[config.mk]
export PLATFORM = sky130hd
export DESIGN_NAME = skin_classifier
export DESIGN_NICKNAME = d
export VERILOG_FILES = /design/src/rtl/skin_pkg.sv /design/src/rtl/skin_frame_stats.sv /design/src/rtl/skin_classifier.sv
export SDC_FILE = /design/constraint.sdc
export NUM_CORES = 1
export LEC_CHECK = 0
export CAP_MARGIN = 10
export CORE_MARGIN = 2
export CORE_UTILIZATION = 46
export DETAILED_ROUTE_END_ITERATION = 8
export PLACE_DENSITY_LB_ADDON = 0.2
export SKIP_LAST_GASP = 1
export SYNTH_ARGS = -nofsm -noshare
export SYNTH_HDL_FRONTEND = slang
export SYNTH_SLANG_ARGS = --single-unit
[constraint.sdc]
create_clock -name clk -period 5 [get_ports clk]
set_input_delay 1 -clock clk [delete_from_list [all_inputs] [get_ports clk]]
set_output_delay 1 -clock clk [all_outputs]
set_load 0.03 [all_outputs]
[src/rtl/skin_pkg.sv]
// -----------------------------------------------------------------------------
// skin_pkg
//
// Purpose:
//   Shared definitions for the YCbCr skin classifier:
//     - default channel width and per-frame counter width
//     - threshold register addresses on the cfg bus
//     - reset values of the five thresholds
//
// No ports. The reset values are plain integers. Each user masks them to its
// own channel width with a width cast.
// -----------------------------------------------------------------------------
package skin_pkg;

    // Default widths
    localparam int DW_DEFAULT    = 8;
    localparam int CNT_W_DEFAULT = 20;

    // Threshold register map (addresses 5..7 are unused and ignored)
    localparam logic [2:0] ADDR_Y_MIN  = 3'd0;
    localparam logic [2:0] ADDR_CB_MIN = 3'd1;
    localparam logic [2:0] ADDR_CB_MAX = 3'd2;
    localparam logic [2:0] ADDR_CR_MIN = 3'd3;
    localparam logic [2:0] ADDR_CR_MAX = 3'd4;

    // Reset values of the thresholds
    localparam int DEF_Y_MIN  = 80;
    localparam int DEF_CB_MIN = 125;
    localparam int DEF_CB_MAX = 180;
    localparam int DEF_CR_MIN = 190;
    localparam int DEF_CR_MAX = 225;

endpackage

[src/rtl/skin_frame_stats.sv]
// -----------------------------------------------------------------------------
// skin_frame_stats
//
// Purpose:
//   Counts skin pixels per frame on the output side of the classifier. It
//   publishes the final count of each completed frame together with a
//   one-cycle strobe.
//
// Ports:
//   clk                 in   clock, rising edge
//   rst_n               in   synchronous active-low reset
//   i_xfer              in   an output beat transfers this cycle
//   i_skin              in   classification of that beat
//   i_sof / i_eof       in   frame markers of that beat
//   o_frame_cnt         out  skin count of the last completed frame
//   o_frame_cnt_valid   out  one-cycle strobe, high the cycle after an eof beat
//
// Behaviour:
//   - An sof beat restarts the count and is itself counted. Any unterminated
//     frame is dropped.
//   - The count saturates at all-ones.
//   - An eof beat includes itself in the final count, then clears the running
//     count.
// -----------------------------------------------------------------------------
module skin_frame_stats
    import skin_pkg::*;
#(
    parameter int CNT_W = CNT_W_DEFAULT
) (
    input  logic             clk,
    input  logic             rst_n,
    input  logic             i_xfer,
    input  logic             i_skin,
    input  logic             i_sof,
    input  logic             i_eof,
    output logic [CNT_W-1:0] o_frame_cnt,
    output logic             o_frame_cnt_valid
);

    localparam logic [CNT_W-1:0] CNT_ONE = CNT_W'(1);
    localparam logic [CNT_W-1:0] CNT_MAX = '1;

    logic [CNT_W-1:0] r_cnt;
    logic [CNT_W-1:0] r_frame_cnt;
    logic             r_frame_cnt_valid;

    logic [CNT_W-1:0] w_base;
    logic [CNT_W-1:0] w_next;

    // An sof beat begins from zero rather than from whatever a broken frame
    // left behind.
    always_comb begin
        w_base = i_sof ? '0 : r_cnt;
        w_next = w_base;
        if (i_skin && (w_base != CNT_MAX)) begin
            w_next = w_base + CNT_ONE;
        end
    end

    always_ff @(posedge clk) begin
        if (!rst_n) begin
            r_cnt             <= '0;
            r_frame_cnt       <= '0;
            r_frame_cnt_valid <= 1'b0;
        end else begin
            r_frame_cnt_valid <= 1'b0;
            if (i_xfer) begin
                if (i_eof) begin
                    r_frame_cnt       <= w_next;
                    r_frame_cnt_valid <= 1'b1;
                    r_cnt             <= '0;
                end else begin
                    r_cnt <= w_next;
                end
            end
        end
    end

    assign o_frame_cnt       = r_frame_cnt;
    assign o_frame_cnt_valid = r_frame_cnt_valid;

endmodule

[src/rtl/skin_classifier.sv]
// -----------------------------------------------------------------------------
// skin_classifier
//
// Purpose:
//   Classifies a stream of YCbCr pixels as skin or not skin. A pixel is skin
//   when all of these hold, using strict unsigned compares:
//       Y  > Y_MIN
//       CB_MIN < Cb < CB_MAX
//       CR_MIN < Cr < CR_MAX
//
//   The design is a two-stage pipeline:
//     - Stage 1 registers the five comparison bits.
//     - Stage 2 registers their AND together with the frame markers.
//
// Optional feature (macro SKIN_FRAME_STATS_EN):
//   When defined, skin_frame_stats is instantiated and produces a per-frame
//   skin pixel count. When undefined, frame_cnt and frame_cnt_valid are
//   tied to 0.
//
// Ports:
//   clk, rst_n                  clock, synchronous active-low reset
//   in_valid / in_ready         input beat handshake
//   in_y, in_cb, in_cr          pixel channels, DW bits each
//   in_sof, in_eof              first / last pixel of frame (qualified by in_valid)
//   cfg_we, cfg_addr, cfg_wdata threshold write port (programmed set)
//   out_valid / out_ready       output beat handshake
//   out_skin, out_sof, out_eof  result and frame markers of the output beat
//   frame_cnt, frame_cnt_valid  per-frame skin count and its update strobe
//
// Handshake:
//   A beat moves on a port when valid and ready are both high at a rising
//   edge.
//   - A producer holds valid and the data stable until that edge.
//   - The whole pipeline advances together. It advances when stage 2 is
//     empty or out_ready is high.
//   - in_ready is exactly this advance condition, gated low while rst_n is low.
//   - While stalled, every stage holds, so out_* stay stable.
//
// Thresholds:
//   There are two register sets.
//   - cfg_we writes the programmed set.
//   - The active set copies the programmed set on every accepted sof beat.
//   - The sof beat itself is compared against the programmed values. These
//     are the pre-write values when a cfg write lands in the same cycle.
//   - Mid-frame writes therefore cannot alter the frame in flight.
// -----------------------------------------------------------------------------
module skin_classifier
    import skin_pkg::*;
#(
    parameter int DW    = DW_DEFAULT,
    parameter int CNT_W = CNT_W_DEFAULT
) (
    input  logic             clk,
    input  logic             rst_n,

    input  logic             in_valid,
    output logic             in_ready,
    input  logic [DW-1:0]    in_y,
    input  logic [DW-1:0]    in_cb,
    input  logic [DW-1:0]    in_cr,
    input  logic             in_sof,
    input  logic             in_eof,

    input  logic             cfg_we,
    input  logic [2:0]       cfg_addr,
    input  logic [DW-1:0]    cfg_wdata,

    output logic             out_valid,
    input  logic             out_ready,
    output logic             out_skin,
    output logic             out_sof,
    output logic             out_eof,

    output logic [CNT_W-1:0] frame_cnt,
    output logic             frame_cnt_valid
);

    // Reset values masked to the channel width
    localparam logic [DW-1:0] RST_Y_MIN  = DW'(DEF_Y_MIN);
    localparam logic [DW-1:0] RST_CB_MIN = DW'(DEF_CB_MIN);
    localparam logic [DW-1:0] RST_CB_MAX = DW'(DEF_CB_MAX);
    localparam logic [DW-1:0] RST_CR_MIN = DW'(DEF_CR_MIN);
    localparam logic [DW-1:0] RST_CR_MAX = DW'(DEF_CR_MAX);

    // -------------------------------------------------------------------------
    // Threshold registers
    // -------------------------------------------------------------------------
    logic [DW-1:0] r_prog_y_min, r_prog_cb_min, r_prog_cb_max;
    logic [DW-1:0] r_prog_cr_min, r_prog_cr_max;
    logic [DW-1:0] r_act_y_min, r_act_cb_min, r_act_cb_max;
    logic [DW-1:0] r_act_cr_min, r_act_cr_max;

    // -------------------------------------------------------------------------
    // Pipeline registers
    // -------------------------------------------------------------------------
    logic       r_s1_valid;
    logic [4:0] r_s1_cmp;
    logic       r_s1_sof;
    logic       r_s1_eof;

    logic       r_s2_valid;
    logic       r_s2_skin;
    logic       r_s2_sof;
    logic       r_s2_eof;

    // -------------------------------------------------------------------------
    // Combinational control
    // -------------------------------------------------------------------------
    logic          w_advance;
    logic          w_in_xfer;
    logic          w_sof_xfer;
    logic [DW-1:0] w_th_y_min, w_th_cb_min, w_th_cb_max;
    logic [DW-1:0] w_th_cr_min, w_th_cr_max;
    logic [4:0]    w_cmp;

    assign w_advance  = ~r_s2_valid | out_ready;
    assign in_ready   = w_advance & rst_n;
    assign w_in_xfer  = in_valid & in_ready;
    assign w_sof_xfer = w_in_xfer & in_sof;

    // The sof beat sees the values that the active set is about to load.
    assign w_th_y_min  = w_sof_xfer ? r_prog_y_min  : r_act_y_min;
    assign w_th_cb_min = w_sof_xfer ? r_prog_cb_min : r_act_cb_min;
    assign w_th_cb_max = w_sof_xfer ? r_prog_cb_max : r_act_cb_max;
    assign w_th_cr_min = w_sof_xfer ? r_prog_cr_min : r_act_cr_min;
    assign w_th_cr_max = w_sof_xfer ? r_prog_cr_max : r_act_cr_max;

    assign w_cmp[4] = in_y  > w_th_y_min;
    assign w_cmp[3] = in_cb > w_th_cb_min;
    assign w_cmp[2] = in_cb < w_th_cb_max;
    assign w_cmp[1] = in_cr > w_th_cr_min;
    assign w_cmp[0] = in_cr < w_th_cr_max;

    // -------------------------------------------------------------------------
    // Programmed set: written by cfg. Active set: loaded on an accepted sof.
    // -------------------------------------------------------------------------
    always_ff @(posedge clk) begin
        if (!rst_n) begin
            r_prog_y_min  <= RST_Y_MIN;
            r_prog_cb_min <= RST_CB_MIN;
            r_prog_cb_max <= RST_CB_MAX;
            r_prog_cr_min <= RST_CR_MIN;
            r_prog_cr_max <= RST_CR_MAX;
            r_act_y_min   <= RST_Y_MIN;
            r_act_cb_min  <= RST_CB_MIN;
            r_act_cb_max  <= RST_CB_MAX;
            r_act_cr_min  <= RST_CR_MIN;
            r_act_cr_max  <= RST_CR_MAX;
        end else begin
            if (cfg_we) begin
                case (cfg_addr)
                    ADDR_Y_MIN:  r_prog_y_min  <= cfg_wdata;
                    ADDR_CB_MIN: r_prog_cb_min <= cfg_wdata;
                    ADDR_CB_MAX: r_prog_cb_max <= cfg_wdata;
                    ADDR_CR_MIN: r_prog_cr_min <= cfg_wdata;
                    ADDR_CR_MAX: r_prog_cr_max <= cfg_wdata;
                    default:     ;
                endcase
            end
            // Loads the pre-write programmed values, because the cfg write
            // above only takes effect after this edge.
            if (w_sof_xfer) begin
                r_act_y_min  <= r_prog_y_min;
                r_act_cb_min <= r_prog_cb_min;
                r_act_cb_max <= r_prog_cb_max;
                r_act_cr_min <= r_prog_cr_min;
                r_act_cr_max <= r_prog_cr_max;
            end
        end
    end

    // -------------------------------------------------------------------------
    // Stage 1: comparison bits and markers
    // -------------------------------------------------------------------------
    always_ff @(posedge clk) begin
        if (!rst_n) begin
            r_s1_valid <= 1'b0;
            r_s1_cmp   <= '0;
            r_s1_sof   <= 1'b0;
            r_s1_eof   <= 1'b0;
        end else if (w_advance) begin
            r_s1_valid <= in_valid;
            r_s1_cmp   <= w_cmp;
            r_s1_sof   <= in_valid & in_sof;
            r_s1_eof   <= in_valid & in_eof;
        end
    end

    // -------------------------------------------------------------------------
    // Stage 2: final result and markers, driven straight to the outputs
    // -------------------------------------------------------------------------
    always_ff @(posedge clk) begin
        if (!rst_n) begin
            r_s2_valid <= 1'b0;
            r_s2_skin  <= 1'b0;
            r_s2_sof   <= 1'b0;
            r_s2_eof   <= 1'b0;
        end else if (w_advance) begin
            r_s2_valid <= r_s1_valid;
            r_s2_skin  <= r_s1_valid & (&r_s1_cmp);
            r_s2_sof   <= r_s1_sof;
            r_s2_eof   <= r_s1_eof;
        end
    end

    assign out_valid = r_s2_valid;
    assign out_skin  = r_s2_skin;
    assign out_sof   = r_s2_sof;
    assign out_eof   = r_s2_eof;

    // -------------------------------------------------------------------------
    // Per-frame statistics
    // -------------------------------------------------------------------------
`ifdef SKIN_FRAME_STATS_EN
    skin_frame_stats #(
        .CNT_W (CNT_W)
    ) u_frame_stats (
        .clk               (clk),
        .rst_n             (rst_n),
        .i_xfer            (r_s2_valid & out_ready),
        .i_skin            (r_s2_skin),
        .i_sof             (r_s2_sof),
        .i_eof             (r_s2_eof),
        .o_frame_cnt       (frame_cnt),
        .o_frame_cnt_valid (frame_cnt_valid)
    );
`else
    assign frame_cnt       = '0;
    assign frame_cnt_valid = 1'b0;
`endif

endmodule

==> run_results.csv, run 1 <==
group,metric,value,unit
run_status,status,"completed",
sta,whs,0.4495,ns
sta,slew_headroom,0.5319,
place,numPortBuffers,46,
final_layout,antennaDiodeCount,0,
drt,wire_per_inst,15.24,um
floorplanning,row_count,35,
sta,worst_pin_slew,0.7022,ns
sta,skew,0.007562,ns
critical_path,cp-start-kind,"input pin",
power,leakagePower,2.280,nW
clock_network,clock_latency,0.35,ns
synthesis,yosysSeqAreaShare,0.4319,
floorplanning,die_h,100.3,um
drt,first_pass_iters,6,
grt,grt_pass1_wl,15640,um
critical_path,r2r_end,"r_s1_cmp[2]$_SDFFE_PN0N_",
critical_path,cp-end-kind,"register",
critical_path,worst-r2r-setup-slack,1.70,ns
grt,grt_overflow,0,
clock_network,cts_buffers,9,
drt,routed_wl,9601,um
sta,post-route-period-util,0.7837,
sta,layout_min_cycle_time,3.918,ns
run,maxCapViolCount,0,
critical_path,r2r_start,"out_valid$_SDFFE_PN0N_",
synthesis,synth_cell_type_count,44,
synthesis,synth_flop_cell,"dfxtp_1",
drt,drt_iter0_drc,83,
floorplanning,coreArea,9109,um2
synthesis,synth_cells,478,
clock_network,postCtsResizedCells,0,
floorplanning,io_pins,68,
clock_network,cts.clk_slew.worst_paths,0.08,ns
synthesis,synth_area,4264,um2
critical_path,crit_chain,"clkdlybuf4s50_1, nor2b_1, or3_2, buf_4, mux2i_1, ha_1, a2111oi_0, o21ai_0, a22oi_1",
power,p_switching,0.0003615,W
drt,routed_via_density,5.254,
final_layout,fin_nets,595,
drt,ant_nets,0,
critical_path,reg2regPathDepth,8,
critical_path,max_stage_delay,0.65,ns
critical_path,arrival,4.19,ns
critical_path,cp_top_family,"simple AND/OR/NAND/NOR gates",
synthesis,synth.avg_cell_area,8.921,um2
synthesis,synth_edf_count,0,
drt,vias,3310,
place,gp_congestion,0.8090,
sta,rsz0062_at_grt,"no",
power,p_sw_frac,0.2452,
sta,report.final.slew_viol_count,0,
final_layout,drive_above_1_share,0.04624,
place,detailedPlacementHpwl,7173,um
power,combinationalPowerShare,0.114,
clock_network,cts_max_path_buffers,2,
min_path,min_from,"r_s1_sof$_SDFFE_PN0N_",
clock_network,htree_levels,3,
final_layout,area_growth_syn_to_layout,15.49,%
grt,grt_start_max_net_pins,48,
clock_network,cts.sink_count,92,
min_path,holdCritPathClass,"register to register",
critical_path,required,5.27,ns
sta,setup_viol,0,
critical_path,critPathMaxFanout,24,
clock_network,tritoncts,"done",
critical_path,worstSetupPathType,"input pin to register",
critical_path,cp.depth,9,
power,p_int,0.001112,W
grt,grt_pass1_vias,3227,
floorplanning,die_x,100.3,um
floorplanning,die_area,10060,um2
critical_path,cp_num_buf_inv,2,
synthesis,yosys_warnings,0,
power,clkPwrFrac,0.370,
critical_path,cpMaxStageDelayCell,"or3_2",
sta,hold_violations,0,
grt,antenna_found_initial,0,
sta,max_freq,0.2552,GHz
power,power_density,299.3,nW/um2
drt,drc,0,
clock_network,hold_buffers,0,
power,peakVddDrop,0.0001637,V
floorplanning,initial_utilization,0.4681,
min_path,holdPathStages,2,
grt,grt_usage,0.1990,
synthesis,async_flop_share,0,
power,seqPwrFrac,0.517,
sta,fin_tns_setup,0,ns
clock_network,cts_setup_buffers,0,
synthesis,ys_ff_latch,92,
min_path,holdPathEnd,"r_s1_sof$_SDFFE_PN0N_",
clock_network,cts_root_buf,"clkbuf_8",
-- tightest hold or removal path, delay by kind of cell (launching register included) --
family	cells	cell delay, ns
simple gates	2	0.09
flops	1	0.32
-- through the flow --
step                      cell area, um2    util  power [W]  instances  setup slack (ns)
after floorplan                     4339       -  0.0008879        498             1.875
after global placement              4710  0.5170  0.0009415        615            0.8662
after detailed placement            4710  0.5170  0.0009458        615            0.7339
after CTS                           4925  0.5407   0.001483        630             1.073
after global routing                4925  0.5407   0.001532        630            0.8203
final                               4925  0.5407   0.001474        630             1.082
-- routing by layer --
metal | part of all wire | global-route usage | vias to the layer above
met3 | 0.031 | 0.02855 | 11
met1 | 0.49 | 0.2648 | 1559
met4 | 0.016 | 0.07482 | 0
li1 | - | - | 1678
met2 | 0.47 | 0.3278 | 62
met5 | 0 | 0 | -
-- logic make-up (layout without fill, tap and decap cells) --
family / count (synthesis) / after routing / synth area share
AO/OA/AOI/OAI: 65 / 65 / 0.1006
adder cells (fa/ha/maj): 38 / 38 / 0.1115
buffers and inverters: 50 / 71 / 0.06543
flip-flops: 92 / 92 / 0.4319
multiplexers: 39 / 39 / 0.09243
other: 1 / 21 / 0.0008794
AND/OR/NAND/NOR: 193 / 193 / 0.1972
-- flip-flops by register name, indices dropped and copies added, names as in the netlist --
signal	flops
out_sof	1
r_prog_cb_max	8
r_s1_valid	1
out_eof	1
r_act_y_min	8
r_act_cb_max	8
r_s1_eof	1
r_prog_cb_min	8
r_act_cr_min	8
out_skin	1
r_s1_cmp	5
r_prog_cr_min	8
r_act_cb_min	8
r_act_cr_max	8
r_s1_sof	1
r_prog_cr_max	8
r_prog_y_min	8
out_valid	1
-- Yosys cell counts (3+ instances only) --
| master | number | share of area |
|---|---|---|
| nor2_1 | 21 | 0.018 |
| inv_1 | 6 | 0.0053 |
| dfxtp_1 | 92 | 0.43 |
| nand2b_1 | 3 | 0.0044 |
| clkbuf_1 | 17 | 0.015 |
| a21oi_1 | 26 | 0.031 |
| and2_1 | 3 | 0.0044 |
| buf_4 | 21 | 0.037 |
| and3_1 | 3 | 0.0044 |
| mux2i_1 | 36 | 0.085 |
| nor2b_1 | 4 | 0.0059 |
| a21o_1 | 6 | 0.011 |
| and3b_1 | 3 | 0.0062 |
| buf_2 | 4 | 0.0047 |
| nand3_1 | 33 | 0.039 |
| mux2_2 | 3 | 0.0079 |
| ha_1 | 38 | 0.11 |
| nand2_1 | 113 | 0.099 |
| a22o_1 | 3 | 0.0062 |
| o21ai_0 | 6 | 0.0070 |
| a221oi_1 | 3 | 0.0062 |
-- area by class of cell --
class | instances | area (um2)
clock buffer | 11 | 141.4
clock inverter | 4 | 73.82
fill | 865 | 4184
inverter | 7 | 26.28
multi-input combinational | 356 | 2220
sequential | 92 | 1842
tap | 111 | 138.9
timing repair buffer | 49 | 483.0
-- placed cells by master, fill, tap and decap left out, drive strengths merged, types with 3 or more instances in the layout --
cell           Yosys  final
a21o               6      6
and2               3      3
and3               3      3
nand2            113    113
nor2b              4      4
buf               26      3
clkdlybuf4s50      0     46
a21oi             26     26
ha                38     38
a22o               3      3
a221oi             3      3
dfxtp             92     92
inv                7      7
mux2i             36     36
clkbuf            17     11
and3b              3      3
nand2b             3      3
nor2              21     21
o21ai              6      6
mux2               3      3
nand3             33     33
conb               1     21
-- power by group through the flow --
stage | Sequential [W] | Clock, W | Combinational (W)
floorplan | 0.000775 | 0 | 0.000112
global placement | 0.000778 | 0 | 0.000164
detailed placement | 0.000778 | 0 | 0.000168
CTS | 0.000761 | 0.000553 | 0.000169
global route | 0.000763 | 0.000584 | 0.000185
finish | 0.000761 | 0.000545 | 0.000167
-- worst max path at each step --
| stage | from | endpoint | slack (ns) |
|---|---|---|---|
| CTS | out_ready | r_s1_cmp[2]$_SDFFE_PN0N_ | 1.07 |
| detailed placement | out_ready | r_s1_cmp[2]$_SDFFE_PN0N_ | 0.73 |
| finish | out_ready | r_s1_cmp[2]$_SDFFE_PN0N_ | 1.08 |
| global route | out_ready | r_s1_cmp[2]$_SDFFE_PN0N_ | 0.82 |
| floorplan | out_ready | r_s1_cmp[0]$_SDFFE_PN0N_ | 1.87 |
| global placement | out_ready | r_s1_cmp[2]$_SDFFE_PN0N_ | 0.87 |
No activity file was read; power rests on OpenSTA's default activity.
==> run 2, diff against run 1 <==
==> constraint.sdc (replaced) <==
create_clock -name clk -period 3.21 [get_ports clk]
set_input_delay 0.642 -clock clk [delete_from_list [all_inputs] [get_ports clk]]
set_output_delay 0.642 -clock clk [all_outputs]
set_load 0.03 [all_outputs]
==> run_results.csv, run 2 (synthesized netlist as in run 1, its figures left out) <==
group,metric,value,unit
run_status,status,"completed",
drt,routed_wl,9783,um
place,detailedPlacementHpwl,7298,um
sta,worst_pin_slew,0.6502,ns
critical_path,reg2regPathDepth,9,
clock_network,cts.sink_count,92,
critical_path,worstSetupPathType,"input pin to register",
drt,ant_nets,0,
grt,grt_pass1_vias,3280,
final_layout,fin_nets,603,
sta,layout_min_cycle_time,3.142,ns
place,place_ws,-0.1618,ns
sta,skew,0.006105,ns
floorplanning,die_x,100.3,um
final_layout,layout_commonest_cell,"nand2_1",
min_path,holdPathStages,2,
critical_path,crit_start,"out_ready",
grt,grt_pass1_wl,16070,um
drt,routed_via_density,5.234,
drt,vias,3339,
floorplanning,row_count,35,
clock_network,cts_root_buf,"clkbuf_8",
floorplanning,io_pins,68,
critical_path,critPathMaxFanout,11,
clock_network,htree_levels,3,
power,leakagePower,2.335,nW
clock_network,cts_buffers,9,
power,power_density,488.1,nW/um2
grt,grt_overflow,0,
min_path,min_from,"r_s1_sof$_SDFFE_PN0N_",
grt,grt_start_max_net_pins,49,
grt,grt_usage,0.2044,
final_layout,drive_above_1_share,0.06452,
sta,report.final.slew_viol_count,0,
clock_network,tritoncts,"done",
final_layout,antennaDiodeCount,0,
sta,setup_viol,0,
floorplanning,coreArea,9109,um2
drt,drc,0,
clock_network,postCtsResizedCells,0,
run,maxCapViolCount,0,
critical_path,worst-r2r-setup-slack,0.43,ns
floorplanning,die_area,10060,um2
final_layout,area_growth_syn_to_layout,17.96,%
sta,slew_headroom,0.5665,
sta,finalWorstSetupSlack,0.06815,ns
place,place_area,4767,um2
power,finalPower,0.002455,W
final_layout,layout_common_cells,"nand2_1 (113), dfxtp_1 (92), clkdlybuf4s50_1 (45)",
sta,post-route-period-util,0.9788,
sta,hold_violations,0,
clock_network,hold_buffers,0,
final_layout,final_area,5030,um2
min_path,holdCritPathClass,"register to register",
grt,antenna_found_initial,0,
min_path,holdPathEnd,"r_s1_sof$_SDFFE_PN0N_",
place,numPortBuffers,46,
drt,first_pass_iters,4,
sta,max_freq,0.3183,GHz
clock_network,clock_latency,0.36,ns
drt,wire_per_inst,15.33,um
critical_path,cp-start-kind,"input pin",
clock_network,cts.clk_slew.worst_paths,0.09,ns
clock_network,cts_setup_buffers,0,
floorplanning,initial_utilization,0.4681,
critical_path,cp-end-kind,"register",
critical_path,arrival,3.42,ns
power,peakVddDrop,0.0002027,V
floorplanning,die_h,100.3,um
drt,drt_iter0_drc,159,
place,gp_congestion,0.8097,
critical_path,r2r_start,"out_valid$_SDFFE_PN0N_",
critical_path,required,3.49,ns
clock_network,cts_max_path_buffers,2,
critical_path,r2r_end,"r_s1_cmp[2]$_SDFFE_PN0N_",
run 2: cell count changes in the layout (fill, tap and decap cells not counted):
cell | previous run | this run
clkinv_4 | 1 | 0
clkbuf_8 | 10 | 9
bufinv_16 | 2 | 4
buf_4 | 3 | 12
inv_6 | 0 | 1
clkdlybuf4s50_1 | 46 | 45
a2111oi_1 | 0 | 2
a2111oi_0 | 2 | 0
clkbuf_1 | 1 | 0
clkinvlp_4 | 0 | 1
clkinv_2 | 1 | 0
run 2: worst max path at each step:
stage / to / slack (ns) / cells after the start
5_1_grt: r_s1_cmp[2]$_SDFFE_PN0N_ / -0.005 / 10
3_3_place_gp: r_s1_cmp[0]$_SDFFE_PN0N_ / -0.11 / 10
2_1_floorplan: r_s1_cmp[0]$_SDFFE_PN0N_ / 0.44 / 10
6_report: r_s1_cmp[2]$_SDFFE_PN0N_ / 0.07 / 10
3_5_place_dp: r_s1_cmp[0]$_SDFFE_PN0N_ / -0.16 / 10
4_1_cts: r_s1_cmp[0]$_SDFFE_PN0N_ / 0.21 / 10
run 2: layout make-up:
class / instances / area, um2
Tap cell: 111 / 138.9
Clock inverter: 6 / 136.4
Timing Repair Buffer: 57 / 540.5
Sequential cell: 92 / 1842
Clock buffer: 9 / 123.9
Inverter: 7 / 26.28
Multi-Input combinational cell: 356 / 2222
Fill cell: 870 / 4079
run 2: through the flow:
step	util	hold slack (ns)	setup TNS [ns]	cells
after floorplan	-	0.4227	0	498
after global placement	0.5234	0.4356	-0.4509	623
after detailed placement	0.5234	0.4371	-0.6008	623
after CTS	0.5519	0.4506	0	638
after global routing	0.5522	0.4778	-0.005095	638
final	0.5522	0.4468	0	638
run 2: where the power goes:
group | switching, W | internal [W]
sequential | 0.0000180 | 0.00117
combinational | 0.000156 | 0.000114
clock | 0.000405 | 0.000594
total | 0.000579 | 0.00188
run 2: critical path, stage by stage:
cell	delay (ns)
clkdlybuf4s50_1	0.51
nor2b_1	0.07
or3_2	0.60
buf_4	0.26
mux2i_1	0.15
ha_1	0.19
a21o_1	0.16
a2111oi_1	0.48
o21ai_0	0.16
a22oi_1	0.21
run 2: per-layer routing:
| layer | vias to the layer above | track usage | routed length (um) |
|---|---|---|---|
| met3 | 12 | 0.03552 | 303 |
| met4 | 0 | 0.06849 | 126 |
| li1 | 1695 | - | - |
| met2 | 59 | 0.3299 | 4487 |
| met5 | - | 0 | 0 |
| met1 | 1573 | 0.2778 | 4865 |
==> run 3, diff against run 2 <==
--- a/config.mk
+++ b/config.mk
@@ -7,9 +7,9 @@
 export LEC_CHECK = 0
 export CAP_MARGIN = 10
 export CORE_MARGIN = 2
-export CORE_UTILIZATION = 46
+export CORE_UTILIZATION = 45
 export DETAILED_ROUTE_END_ITERATION = 8
-export PLACE_DENSITY_LB_ADDON = 0.2
+export PLACE_DENSITY = 0.82
 export SKIP_LAST_GASP = 1
 export SYNTH_ARGS = -nofsm -noshare
 export SYNTH_HDL_FRONTEND = slang
==> run_results.csv, run 3 (synthesized netlist as in run 1, its figures left out) <==
group,metric,value,unit
grt,grt_pass1_wl,15990,um
grt,antenna_found_initial,0,
grt,grt_start_max_net_pins,49,
drt,drt_iter0_drc,145,
final_layout,antennaDiodeCount,0,
final_layout,fin_nets,609,
sta,fin_tns_setup,0,ns
min_path,holdCritPathClass,"register to register",
critical_path,crit_start,"rst_n",
clock_network,hold_buffers,0,
floorplanning,die_h,101.3,um
power,seqPwrFrac,0.547,
final_layout,area_growth_syn_to_layout,17.43,%
grt,use_met1,0.2349,
drt,first_pass_iters,4,
run_status,status,"completed",
power,power_density,432.6,nW/um2
final_layout,layout_commonest_cell,"nand2_1",
clock_network,cts.sink_count,92,
clock_network,cts_setup_buffers,0,
clock_network,cts_max_path_buffers,2,
critical_path,cp-end-kind,"register",
drt,routed_wl,10100,um
run,maxCapViolCount,0,
grt,use_met2,0.3566,
sta,layout_min_cycle_time,2.991,ns
clock_network,cts_root_buf,"clkbuf_8",
grt,grt.busiest_layer,"met2",
power,combinationalPowerShare,0.129,
grt,grt_overflow,0,
critical_path,required,3.50,ns
clock_network,tritoncts,"done",
grt,grt_pass1_vias,3352,
final_layout,nFillCells,843,
drt,vias,3455,
floorplanning,initial_utilization,0.4637,
drt,drc,0,
critical_path,crit_chain,"clkdlybuf4s50_1, inv_2, or3_2, buf_4, mux2i_1, ha_1, a21o_1, a2111oi_2, o21ai_0, a22oi_1",
place,numPortBuffers,46,
floorplanning,coreArea,9196,um2
sta,setup_viol,0,
sta,whs,0.4591,ns
floorplanning,row_count,35,
power,p_int,0.001574,W
critical_path,cp-start-kind,"input pin",
place,place_ws,-0.2018,ns
place,detailedPlacementHpwl,7531,um
drt,ant_nets,0,
critical_path,r2r_start,"out_valid$_SDFFE_PN0N_",
power,p_sw_frac,0.2733,
final_layout,layout_common_cells,"nand2_1 (113), dfxtp_1 (92), clkdlybuf4s50_1 (45)",
clock_network,cts.clk_slew.worst_paths,0.09,ns
min_path,min_from,"r_prog_cr_max[3]$_SDFFE_PN0P_",
drt,routed_via_density,5.357,
sta,max_freq,0.3344,GHz
final_layout,drive_above_1_share,0.07678,
critical_path,worstSetupPathType,"input pin to register",
clock_network,cts_buffers,9,
clock_network,htree_levels,3,
critical_path,arrival,3.28,ns
sta,skew,0.01650,ns
power,leakagePower,2.335,nW
grt,met3_usage,0.05107,
grt,grt_usage,0.2022,
critical_path,max_stage_delay,0.56,ns
clock_network,clock_latency,0.37,ns
sta,hold_violations,0,
power,clkPwrFrac,0.324,
sta,post-route-period-util,0.9317,
drt,wire_per_inst,15.65,um
sta,rsz0062_at_grt,"no",
power,peakVddDrop,0.0002152,V
sta,report.final.slew_viol_count,0,
floorplanning,die_x,101.3,um
clock_network,postCtsResizedCells,0,
critical_path,critPathMaxFanout,6,
place,gp_congestion,0.8486,
floorplanning,die_area,10270,um2
sta,finalWorstSetupSlack,0.2192,ns
floorplanning,io_pins,68,
power,p_switching,0.0005921,W
critical_path,cpMaxStageDelayCell,"or3_2",
sta,slew_headroom,0.5625,
sta,worst_pin_slew,0.6563,ns
-- run 3: layout make-up --
type | count | area [um2] | share of cell area
Multi-Input combinational cell | 356 | 2226 | 0.4445
Clock buffer | 10 | 127.6 | 0.02549
Timing Repair Buffer | 63 | 598.1 | 0.1194
Clock inverter | 6 | 48.80 | 0.009745
Inverter | 7 | 26.28 | 0.005247
Tap cell | 111 | 138.9 | 0.02774
Sequential cell | 92 | 1842 | 0.3678
-- run 3: metal layers --
layer  part of all wire  up-vias
met5                  0        -
met4              0.025        0
met3              0.058       27
met2               0.50       93
met1               0.42     1627
li1                   -     1708
-- run 3: worst max-delay path: cells and delay by family --
kind	cells	cell delay, ns
fa+ha+maj	1	0.29
mux	1	0.21
buf+inv	3	0.73
simple gates	1	0.56
compound gates	4	0.85
-- run 3: power groups by stage --
| stage | clock [W] | sequential [W] | combinational, W |
|---|---|---|---|
| global placement | 0 | 0.00121 | 0.000268 |
| global route | 0.000755 | 0.00119 | 0.000305 |
| CTS | 0.000717 | 0.00118 | 0.000277 |
| finish | 0.000703 | 0.00118 | 0.000279 |
| detailed placement | 0 | 0.00121 | 0.000275 |
| floorplan | 0 | 0.00121 | 0.000175 |
-- run 3: worst paths after layout --
| kind | depth (start not counted) | slack [ns] | end |
|---|---|---|---|
| setup / recovery | 10 | 0.22 | r_s1_cmp[2]$_SDFFE_PN0N_ |
| hold reg to reg | 2 | 0.46 | r_prog_cr_max[3]$_SDFFE_PN0P_ |
| hold / removal | 2 | 0.46 | r_prog_cr_max[3]$_SDFFE_PN0P_ |
| setup reg to reg | 9 | 0.58 | r_s1_cmp[2]$_SDFFE_PN0N_ |
-- run 3: per-stage QoR --
step,total power (W),utilization,cells,cell area (um2)
after detailed placement,0.001485,0.5246,629,4825
after floorplan,0.001383,-,498,4339
after CTS,0.002178,0.5438,645,5001
after global placement,0.001476,0.5246,629,4825
after global routing,0.002247,0.5445,645,5007
final,0.002166,0.5445,645,5007
